$ cat config.mk
export PLATFORM = sky130hd
export DESIGN_NAME = vga_plot_arbiter
export DESIGN_NICKNAME = d
export VERILOG_FILES = /design/src/rtl/vga_arb_pkg.sv /design/src/rtl/vga_rr_pick.sv /design/src/rtl/vga_plot_arbiter.sv
export SDC_FILE = /design/constraint.sdc
export NUM_CORES = 1
export LEC_CHECK = 0
export ABC_AREA = 1
export CORE_MARGIN = 2
export CORE_UTILIZATION = 41
export CTS_CLUSTER_DIAMETER = 150
export CTS_CLUSTER_SIZE = 10
export DETAILED_ROUTE_END_ITERATION = 12
export GPL_ROUTABILITY_DRIVEN = 1
export GPL_TIMING_DRIVEN = 0
export PLACE_DENSITY = 0.78
export SYNTH_ARGS = -nofsm -noshare
export SYNTH_HDL_FRONTEND = slang
export SYNTH_SLANG_ARGS = --single-unit
$ cat constraint.sdc
create_clock -name fastclock -period 2.78 [get_ports fastclock]
set_clock_uncertainty 0.1 [all_clocks]
set_input_delay 0.278 -clock fastclock [delete_from_list [all_inputs] [get_ports fastclock]]
set_output_delay 0.278 -clock fastclock [all_outputs]
set_load 0.1 [all_outputs]
$ cat src/rtl/vga_arb_pkg.sv
// Shared screen geometry, field widths and FSM encoding for the VGA plot arbiter.
package vga_arb_pkg;

  localparam int SCREEN_W = 160;
  localparam int SCREEN_H = 120;
  localparam int X_W      = 8;
  localparam int Y_W      = 7;
  localparam int COLOUR_W = 3;
  localparam int BURST_W  = 9;

  typedef enum logic [1:0] {
    S_CLEAR = 2'd0,
    S_IDLE  = 2'd1,
    S_OWN   = 2'd2
  } arb_state_t;

  // A single requester still needs a 1-bit owner index.
  function automatic int idx_width(input int n);
    return (n > 1) ? $clog2(n) : 1;
  endfunction

endpackage

$ cat src/rtl/vga_rr_pick.sv
// Round-robin selector: first requester strictly after last_owner, wrapping around.
module vga_rr_pick
  import vga_arb_pkg::*;
#(
  parameter int NUM_REQ = 3,
  parameter int IDX_W   = idx_width(NUM_REQ)
) (
  input  logic [NUM_REQ-1:0] req,
  input  logic [IDX_W-1:0]   last_owner,
  output logic [NUM_REQ-1:0] pick,
  output logic               valid
);

  always_comb begin
    pick  = '0;
    valid = 1'b0;
    for (int i = 1; i <= NUM_REQ; i++) begin
      if (!valid && req[(int'(last_owner) + i) % NUM_REQ]) begin
        pick[(int'(last_owner) + i) % NUM_REQ] = 1'b1;
        valid = 1'b1;
      end
    end
  end

endmodule

$ cat src/rtl/vga_plot_arbiter.sv
// Grants one drawing requester at a time access to the VGA adapter plot port.
// Define VGA_ARB_CLEAR_EN to sweep the whole screen to colour 0 after every reset.
module vga_plot_arbiter
  import vga_arb_pkg::*;
#(
  parameter int NUM_REQ   = 3,
  parameter int MAX_BURST = 256
) (
  input  logic                      fastclock,
  input  logic                      resetn,
  input  logic [NUM_REQ-1:0]        req,
  input  logic [X_W*NUM_REQ-1:0]    px_x,
  input  logic [Y_W*NUM_REQ-1:0]    px_y,
  input  logic [COLOUR_W*NUM_REQ-1:0] px_colour,
  input  logic [NUM_REQ-1:0]        px_valid,
  input  logic [NUM_REQ-1:0]        px_last,
  output logic [NUM_REQ-1:0]        gnt,
  output logic [X_W-1:0]            x,
  output logic [Y_W-1:0]            y,
  output logic [COLOUR_W-1:0]       colour,
  output logic                      plot,
  output logic                      busy
);

  localparam int IDX_W = idx_width(NUM_REQ);

`ifdef VGA_ARB_CLEAR_EN
  localparam arb_state_t RESET_STATE = S_CLEAR;
`else
  localparam arb_state_t RESET_STATE = S_IDLE;
`endif

  arb_state_t            r_state, w_next;
  logic [IDX_W-1:0]      r_owner, r_last_owner, w_pick_idx;
  logic [NUM_REQ-1:0]    r_gnt, w_pick;
  logic                  w_pick_valid;
  logic [BURST_W-1:0]    r_count;
  logic [X_W-1:0]        r_x, w_own_x;
  logic [Y_W-1:0]        r_y, w_own_y;
  logic [COLOUR_W-1:0]   r_colour, w_own_colour;
  logic                  r_plot, r_busy;
  logic                  w_own_valid, w_own_last, w_own_req, w_burst_full, w_release;

  vga_rr_pick #(
    .NUM_REQ (NUM_REQ),
    .IDX_W   (IDX_W)
  ) u_pick (
    .req        (req),
    .last_owner (r_last_owner),
    .pick       (w_pick),
    .valid      (w_pick_valid)
  );

  always_comb begin
    w_pick_idx = '0;
    for (int i = 0; i < NUM_REQ; i++) begin
      if (w_pick[i]) w_pick_idx = IDX_W'(i);
    end
  end

  // Only the current owner's lanes are ever looked at.
  always_comb begin
    w_own_x      = px_x[int'(r_owner)*X_W +: X_W];
    w_own_y      = px_y[int'(r_owner)*Y_W +: Y_W];
    w_own_colour = px_colour[int'(r_owner)*COLOUR_W +: COLOUR_W];
    w_own_valid  = px_valid[r_owner];
    w_own_last   = px_last[r_owner];
    w_own_req    = req[r_owner];
    w_burst_full = w_own_valid && (r_count == BURST_W'(MAX_BURST - 1));
    w_release    = (w_own_valid && w_own_last) || !w_own_req || w_burst_full;
  end

`ifdef VGA_ARB_CLEAR_EN
  logic [X_W-1:0] r_clr_x;
  logic [Y_W-1:0] r_clr_y;
  logic           w_clr_done;

  assign w_clr_done = (r_clr_x == X_W'(SCREEN_W - 1)) && (r_clr_y == Y_W'(SCREEN_H - 1));

  always_ff @(posedge fastclock) begin
    if (!resetn) begin
      r_clr_x <= '0;
      r_clr_y <= '0;
    end else if (r_state == S_CLEAR) begin
      if (r_clr_x == X_W'(SCREEN_W - 1)) begin
        r_clr_x <= '0;
        r_clr_y <= r_clr_y + 1'b1;
      end else begin
        r_clr_x <= r_clr_x + 1'b1;
      end
    end
  end
`endif

  always_comb begin
    w_next = r_state;
    case (r_state)
`ifdef VGA_ARB_CLEAR_EN
      S_CLEAR: if (w_clr_done) w_next = S_IDLE;
`endif
      S_IDLE:  if (w_pick_valid) w_next = S_OWN;
      S_OWN:   if (w_release) w_next = S_IDLE;
      default: w_next = S_IDLE;
    endcase
  end

  // Idle cycles register plot=0 even when the final pixel of a burst was just shown.
  always_ff @(posedge fastclock) begin
    if (!resetn) begin
      r_state      <= RESET_STATE;
      r_gnt        <= '0;
      r_owner      <= '0;
      r_last_owner <= IDX_W'(NUM_REQ - 1);
      r_count      <= '0;
      r_x          <= '0;
      r_y          <= '0;
      r_colour     <= '0;
      r_plot       <= 1'b0;
      r_busy       <= 1'b0;
    end else begin
      r_state <= w_next;
      r_plot  <= 1'b0;
      r_busy  <= (w_next != S_IDLE) || (r_state == S_CLEAR);
      case (r_state)
`ifdef VGA_ARB_CLEAR_EN
        S_CLEAR: begin
          r_x      <= r_clr_x;
          r_y      <= r_clr_y;
          r_colour <= '0;
          r_plot   <= 1'b1;
        end
`endif
        S_IDLE: begin
          if (w_pick_valid) begin
            r_gnt        <= w_pick;
            r_owner      <= w_pick_idx;
            r_last_owner <= w_pick_idx;
            r_count      <= '0;
          end
        end
        S_OWN: begin
          r_x      <= w_own_x;
          r_y      <= w_own_y;
          r_colour <= w_own_colour;
          r_plot   <= w_own_valid;
          if (w_own_valid) r_count <= r_count + 1'b1;
          if (w_release) r_gnt <= '0;
        end
        default: ;
      endcase
    end
  end

  assign gnt    = r_gnt;
  assign x      = r_x;
  assign y      = r_y;
  assign colour = r_colour;
  assign plot   = r_plot;
  assign busy   = r_busy;

endmodule

==> run summary, run 1 <==
- **TritonCTS clock tree** yes
- **switching power as a share of total power** 0.5465
- **die extent in x** 77.77 um
- **post-CTS setup buffer count** 0
- **fraction of the mapped netlist area in simple logic gates** 0.3275
- **global-route wire length before repair** 10.69 mm
- **Achievable Freq** 393.0 MHz
- **syn_nets** 420
- **number of DRC violations after detailed routing** 0
- **dominant combinational cell family by area after synthesis** simple AND/OR/NAND/NOR gates
- **total number of vias** 2571
- **number of instances in the synthesized netlist** 346
- **worst hold path type** in -> reg
- **Adder-Cell Fraction of Synth Area** 0.05048
- **pin count of the biggest net entering global routing** 12
- **Cell Rows** 26
- **Num CTS Buffers** 5
- **static leakage** 1.323 nW
- **count of nets after finishing** 513
- **number of detailed-routing iterations run before antenna repair** 4
- **commonest non-fill, non-tap cell in the layout** sky130_fd_sc_hd__clkdlybuf4s50_1
- **Vias/cell** 5.041
- **antenna violations before repair** 0
- **initial DRC count** 137
- **post-synthesis compound-gate area fraction** 0.1845
- **most used cells in the layout excluding fill and tap cells** 86 x sky130_fd_sc_hd__clkdlybuf4s50_1, 81 x sky130_fd_sc_hd__nand2_1, 48 x sky130_fd_sc_hd__nor2_1, 39 x sky130_fd_sc_hd__o21ai_0, 36 x sky130_fd_sc_hd__dfxtp_1
- **synth warn** 0
- **headroom to the max-slew limit** 0.3311
- **Total Wirelength** 6.636 mm
- **total design power** 3.100 mW
- **largest driver fanout on the critical path** 11
- **Tcrit/Tclk final** 0.9152
- **TritonCTS Sinks** 37
- **vias in the first global route** 2451
- **clock network latency to the later pin of the worst-skew pair** 0.29 ns
- **antenna-violating nets left** 0
- **cell area after synthesis** 0.002231 mm^2
- **area growth from synthesis to layout** 46.55%
- **sequential share of the synthesized area** 0.3320
- **cell taking the most area after synthesis** sky130_fd_sc_hd__dfxtp_1
- **worst flop-to-flop path startpoint** r_owner[0]$_SDFFE_PN0P_
- **Routability Congestion** 0.8767
- **most frequently used flop master after synthesis** sky130_fd_sc_hd__dfxtp_1
- **fraction of post-synthesis cell area in the top cell type by area** 0.3320
- **top cells by area, synth** sky130_fd_sc_hd__dfxtp_1 33%, sky130_fd_sc_hd__nand2_1 14%, sky130_fd_sc_hd__o21ai_0 8.7%
- **Clock power frac** 0.119
- **final HPWL from detailed placement** 5.089 mm
- **number of distinct library cells after synthesis** 28
- **number of primary I/O pins** 88
- **Cells after DPL** 502
- **core box area** 0.005172 mm^2
- **CP dominant cell by count** sky130_fd_sc_hd__nand2_1
- **switching power** 1.694 mW
- **crit path max-delay cell type** sky130_fd_sc_hd__dfxtp_2
- **synthesized-area fraction occupied by xor and xnor cells** 0.01570
- **Setup crit end kind** flip-flop
- **count of input and output buffers** 86
- **Worst EP required** 2.89 ns
- **starting density of the core** 0.4313
- **source of the worst hold timing path** resetn
- **CTS H-tree depth** 2
- **power per cell area** 948.2 mW/mm^2
- **DIE AREA** 0.006047 mm^2
- **routed len/inst** 13.01 um
- **cell breakdown of the critical path** inv_2, buf_2, clkbuf_4, ha_1, inv_2, nand2_1, nand2_2, nand2_4, nand3_1, nand2_1, nor2_1, nand2_1, a21oi_1
- **die height** 77.77 um
- **Final setup violation count** 0
- **first element of the critical path** r_owner[0]$_SDFFE_PN0P_
- **Worst Hold Margin** 0.2879 ns
- **Mapped Avg Cell Area** 6.448 um^2
- **classification of the worst setup path** reg -> reg
- **Arrival @ worst endpoint** 2.65 ns
- **max_cap viols** 0
- **peak per-stage delay on the critical path** 0.42 ns
- **clk slew on worst S/H paths** 0.08 ns
- **run status** finished clean
- **cell at the root of the clock tree** sky130_fd_sc_hd__clkbuf_8
- **diode insertion count for antenna repair** 0
- **GRT Resource Usage Total** 0.2214
- **post-synthesis mux area share** 0
- **IR drop worst, VDD** 516.4 uV
- **share of synthesized flip-flops with an asynchronous set or reset** 0
- **power share of the combinational group** 0.651
- **design internal power** 1.406 mW
- **proportion of layout cells with a drive suffix above 1** 0.06136
- **total of flip-flops plus latches after synthesis** 37
- **final worst path period need** 2.544 ns
- **Slew Limit Fails** 0
- **Critical Path Start Type** flip-flop
- **Final Hold Fails** 0
- **Worst-Margin Slew** 1.000 ns
- **part of the power in registers** 0.230
- **sum of overflow across all layers after global routing** 0
- **Total Neg Setup Slack** 0 ns
- **EDFF count, synth** 0
- **clock buffer depth** 2
- **Finished Layout Cells** 510
- **unrepaired setup endpoints after global routing** false
repair_timing:
action,4_1_cts,5_1_grt
resized for setup,0,3
setup endpoints to repair,0,8
hold buffers,0,0
worst paths after layout:
kind	to	slack, ns	cells past startpoint
worst max-delay path	gnt[1]$_SDFFE_PN0P_	0.24	13
worst min-delay path	colour[0]$_SDFFE_PN0P_	0.29	3
worst max register to register	gnt[1]$_SDFFE_PN0P_	0.24	13
worst min register to register	gnt[0]$_SDFFE_PN0P_	0.37	2
final cells by class:
class,count,area [um^2]
buffer,15,67.56
clock buffer,7,76.32
clock inverter,1,7.507
fill,478,1903
inverter,36,135.1
multi-input combinational,258,1292
sequential,37,742.0
tap,70,87.58
timing repair buffer,86,860.8
sequential cells by signal (all words and copies together), names as in the netlist:
| name | count |
|---|---|
| r_owner | 2 |
| plot | 1 |
| r_state | 2 |
| y | 7 |
| r_last_owner | 1 |
| colour | 3 |
| r_count | 9 |
| x | 8 |
| busy | 1 |
| gnt | 3 |
cell usage after synthesis, drive strengths merged, types with 2 or more instances:
cell type,number
a21oi,13
inv,35
clkbuf,10
a31oi,18
nand3,28
nor3,3
buf,5
dfxtp,37
nand2,86
o21ai,42
ha,9
nor2,49
xor2,3
nand4,2
logic make-up (layout without fill, tap and decap cells):
family	count (synthesis)	count (layout)
AND/OR/NAND/NOR	170	170
buffers and inverters	51	145
flip-flops	37	37
AO/OA/AOI/OAI	75	75
XOR/XNOR	4	4
adder cells (fa/ha/maj)	9	9
worst max-delay path: cells and delay by family (launching register included):
| kind | cells | cell delay [ns] |
|---|---|---|
| AOI/OAI and AO/OA | 1 | 0.14 |
| adders and majority gates | 1 | 0.41 |
| buffers and inverters | 4 | 0.63 |
| DFF | 1 | 0.42 |
| and+or+nand+nor | 7 | 0.75 |
metal layers:
layer / vias to the layer above / part of all wire / track usage
met1: 1153 / 0.40 / 0.2385
met4: 0 / 0.015 / 0.06964
li1: 1317 / - / -
met5: - / 0 / 0
met3: 8 / 0.094 / 0.08721
met2: 93 / 0.49 / 0.3948
power by group through the flow:
stage | sequential [mW] | clock [mW] | combinational, mW
global route | 0.726 | 0.395 | 2.20
global placement | 0.717 | 0 | 1.96
finish | 0.712 | 0.370 | 2.02
CTS | 0.710 | 0.376 | 2.01
floorplan | 1.28 | 0 | 0.941
detailed placement | 0.721 | 0 | 2.00
metrics by stage:
stage	util	setup WS, ns	instance area, um^2
detailed placement	0.6147	0.1492	3179
finish	0.6321	0.2357	3269
CTS	0.6309	0.1084	3263
floorplan	-	0.5761	2231
global placement	0.6147	0.2250	3179
global route	0.6321	0.01128	3269
Power figures use the tool's default switching activity.
==> inputs of run 2 (changes only) <==
--- a/config.mk
+++ b/config.mk
@@ -6,14 +6,16 @@
 export NUM_CORES = 1
 export LEC_CHECK = 0
 export ABC_AREA = 1
+export CELL_PAD_IN_SITES_DETAIL_PLACEMENT = 0
+export CELL_PAD_IN_SITES_GLOBAL_PLACEMENT = 2
 export CORE_MARGIN = 2
-export CORE_UTILIZATION = 41
+export CORE_UTILIZATION = 22
 export CTS_CLUSTER_DIAMETER = 150
 export CTS_CLUSTER_SIZE = 10
 export DETAILED_ROUTE_END_ITERATION = 12
 export GPL_ROUTABILITY_DRIVEN = 1
 export GPL_TIMING_DRIVEN = 0
-export PLACE_DENSITY = 0.78
+export PLACE_DENSITY = 0.82
 export SYNTH_ARGS = -nofsm -noshare
 export SYNTH_HDL_FRONTEND = slang
 export SYNTH_SLANG_ARGS = --single-unit
==> run 2 against run 1 <==
Against the previous run:
- register-to-register slack improved by 0.03 ns
- worst hold slack improved by 0.015 ns
- fmax rose by 1.3%
- count of clock-buffer cells in the layout fell by 2
- sequential share of layout area fell by 0.57 points
- highest routed layer unchanged
- worst setup slack improved by 0.033 ns
- critical endpoint is now r_count[8]$_SDFFE_PN0P_
- combinational power barely moved
- largest cell class unchanged
- global-route usage fell by 8.2 points
- design area rose by 2.6%
- sequential cell count did not move
- non-clock buffer count did not move
- largest power group unchanged
- routed wire length rose by 10%
==> run summary, run 2 (synthesis gave the netlist of run 1 again) <==
- **run status** finished clean
- **Tcrit/Tclk final** 0.9035, -0.01174
- **crit path max-delay cell type** sky130_fd_sc_hd__dfxtp_2
- **IR drop worst, VDD** 370.6 uV, -28%
- **power per cell area** 928.8 mW/mm^2, -2.0%
- **number of primary I/O pins** 88, unchanged
- **worst flop-to-flop path startpoint** r_owner[0]$_SDFFE_PN0P_
- **fill cell instance count of the final layout** 1124, +140%
- **initial DRC count** 69, -50%
- **Worst EP required** 2.87 ns, -0.02 ns
- **Buffers & Inverters on Critical Path** 5, +1
- **CP top delay family** buffers and inverters
- **headroom to the max-slew limit** 0.3072, -0.02381
- **static leakage** 1.329 nW, +0.43%
- **clock network latency to the later pin of the worst-skew pair** 0.29 ns, about the same
- **total number of vias** 2475, -3.7%
- **Vias/cell** 4.319, -14%
- **cell breakdown of the critical path** inv_2, buf_2, clkbuf_4, ha_1, nand3_1, inv_1, a21oi_2, nand4_4, nand2_4, inv_2, nand3b_1, o21ai_1
- **proportion of layout cells with a drive suffix above 1** 0.06818, +0.006818
- **Final setup violation count** 0, unchanged
- **clock buffer depth** 2, unchanged
- **total design power** 3.115 mW, +0.47%
- **Achievable Freq** 398.1 MHz, +1.3%
- **clk slew on worst S/H paths** 0.08 ns, about the same
- **count of input and output buffers** 86, unchanged
- **post-CTS setup buffer count** 0, unchanged
- **Worst-Margin Slew** 1.036 ns, +0.03561 ns
- **commonest non-fill, non-tap cell in the layout** sky130_fd_sc_hd__clkdlybuf4s50_1
- **cell at the root of the clock tree** sky130_fd_sc_hd__clkbuf_8
- **Total Neg Setup Slack** 0 ns, unchanged
- **TritonCTS clock tree** yes
- **GRT Resource Usage Total** 0.1395, -0.08192
- **Cell Rows** 36, +38%
- **Post-CTS Hold Buffers** 0, unchanged
- **Finished Layout Cells** 573, +12%
- **Cells after DPL** 565, +13%
- **Critical Path Start Type** flip-flop
- **Routability Congestion** 0.8052, -8.2%
- **unrepaired setup endpoints after global routing** false
- **Largest register FFs** 9, unchanged
- **final HPWL from detailed placement** 5.679 mm, +12%
- **routed len/inst** 12.75 um, -2.0%
- **Setup crit end kind** flip-flop
- **first element of the critical path** r_owner[0]$_SDFFE_PN0P_
- **global-route wire length before repair** 12.29 mm, +15%
- **diode insertion count for antenna repair** 0, unchanged
- **count of nets after finishing** 513, unchanged
- **Num CTS Buffers** 5, unchanged
- **worst hold path type** in -> reg
- **CP dominant cell by count** sky130_fd_sc_hd__inv_2
- **most used cells in the layout excluding fill and tap cells** 86 x sky130_fd_sc_hd__clkdlybuf4s50_1, 81 x sky130_fd_sc_hd__nand2_1, 47 x sky130_fd_sc_hd__nor2_1, 39 x sky130_fd_sc_hd__o21ai_0, 36 x sky130_fd_sc_hd__dfxtp_1
- **quantity of gates resized following cts** 0, unchanged
- **worst slack at placement** 0.09631 ns, -0.05292 ns
- **source of the worst hold timing path** resetn
- **max_cap viols** 0, unchanged
- **TritonCTS Sinks** 37, unchanged
- **Slew Limit Fails** 0, unchanged
- **number of detailed-routing iterations run before antenna repair** 4, unchanged
- **die extent in x** 104.7 um, +35%
- **number of DRC violations after detailed routing** 0, unchanged
- **starting density of the core** 0.2272, -0.2041
- **CTS H-tree depth** 2, unchanged
- **final worst path period need** 2.512 ns, -0.03263 ns
- **final worst slack** 0.2684 ns, +0.03263 ns
- **final cell utilization of the core** 0.3415, -0.2906
- **Final Hold Fails** 0, unchanged
- **Arrival @ worst endpoint** 2.60 ns, -0.05 ns
- **classification of the worst setup path** reg -> reg
- **die height** 104.7 um, +35%
- **antenna-violating nets left** 0, unchanged
- **DIE AREA** 0.01096 mm^2, +81%
- **area growth from synthesis to layout** 50.31%
- **vias in the first global route** 2525, +3.0%
- **Largest Register** r_count
- **core box area** 0.009819 mm^2, +90%
- **pin count of the biggest net entering global routing** 13, +1
- **Total Wirelength** 7.303 mm, +10%
- **sum of overflow across all layers after global routing** 0, unchanged
- **peak per-stage delay on the critical path** 0.41 ns, about the same
- **largest driver fanout on the critical path** 11, unchanged
- **antenna violations before repair** 0, unchanged
-- run 2: final timing paths --
kind,to,cells after the start,slack [ns]
max,r_count[8]$_SDFFE_PN0P_,12,0.27
min,colour[1]$_SDFFE_PN0P_,3,0.30
max reg2reg,r_count[8]$_SDFFE_PN0P_,12,0.27
min reg2reg,gnt[2]$_SDFFE_PN0P_,2,0.36
-- run 2: final cells by class --
type | instances | area (um^2) | area share
clock inverters | 3 | 17.52 | 0.005224
repair buffers | 86 | 860.8 | 0.2567
plain buffers | 15 | 67.56 | 0.02015
inverters | 36 | 135.1 | 0.04030
clock buffers | 5 | 68.82 | 0.02052
multi-input cells | 258 | 1295 | 0.3862
flip-flops and latches | 37 | 742.0 | 0.2213
well taps | 133 | 166.4 | 0.04963
-- run 2: worst min-delay path: stages --
cell                       delay [ns]
sky130_fd_sc_hd__clkbuf_1        0.20
sky130_fd_sc_hd__o21ai_0         0.13
sky130_fd_sc_hd__a31oi_1         0.05
-- run 2: where the power goes --
group | internal (mW) | total [mW] | switching (mW)
clock network | 0.173 | 0.382 | 0.209
registers | 0.644 | 0.711 | 0.0668
logic | 0.585 | 2.02 | 1.44
total | 1.40 | 3.11 | 1.71
-- run 2: through the flow --
step / instance area [um^2] / hold slack (ns)
floorplan: 2231 / 0.3373
CTS: 3344 / 0.3256
finish: 3353 / 0.3024
detailed placement: 3258 / 0.3540
global placement: 3258 / 0.3509
global route: 3353 / 0.3421
-- run 2: routing by layer --
layer	vias up	wire length, um	GRT usage
met3	7	467	0.04055
met4	0	107	0.04952
met1	1086	3397	0.1696
met2	66	3331	0.2344
met5	-	0	0
li1	1316	-	-
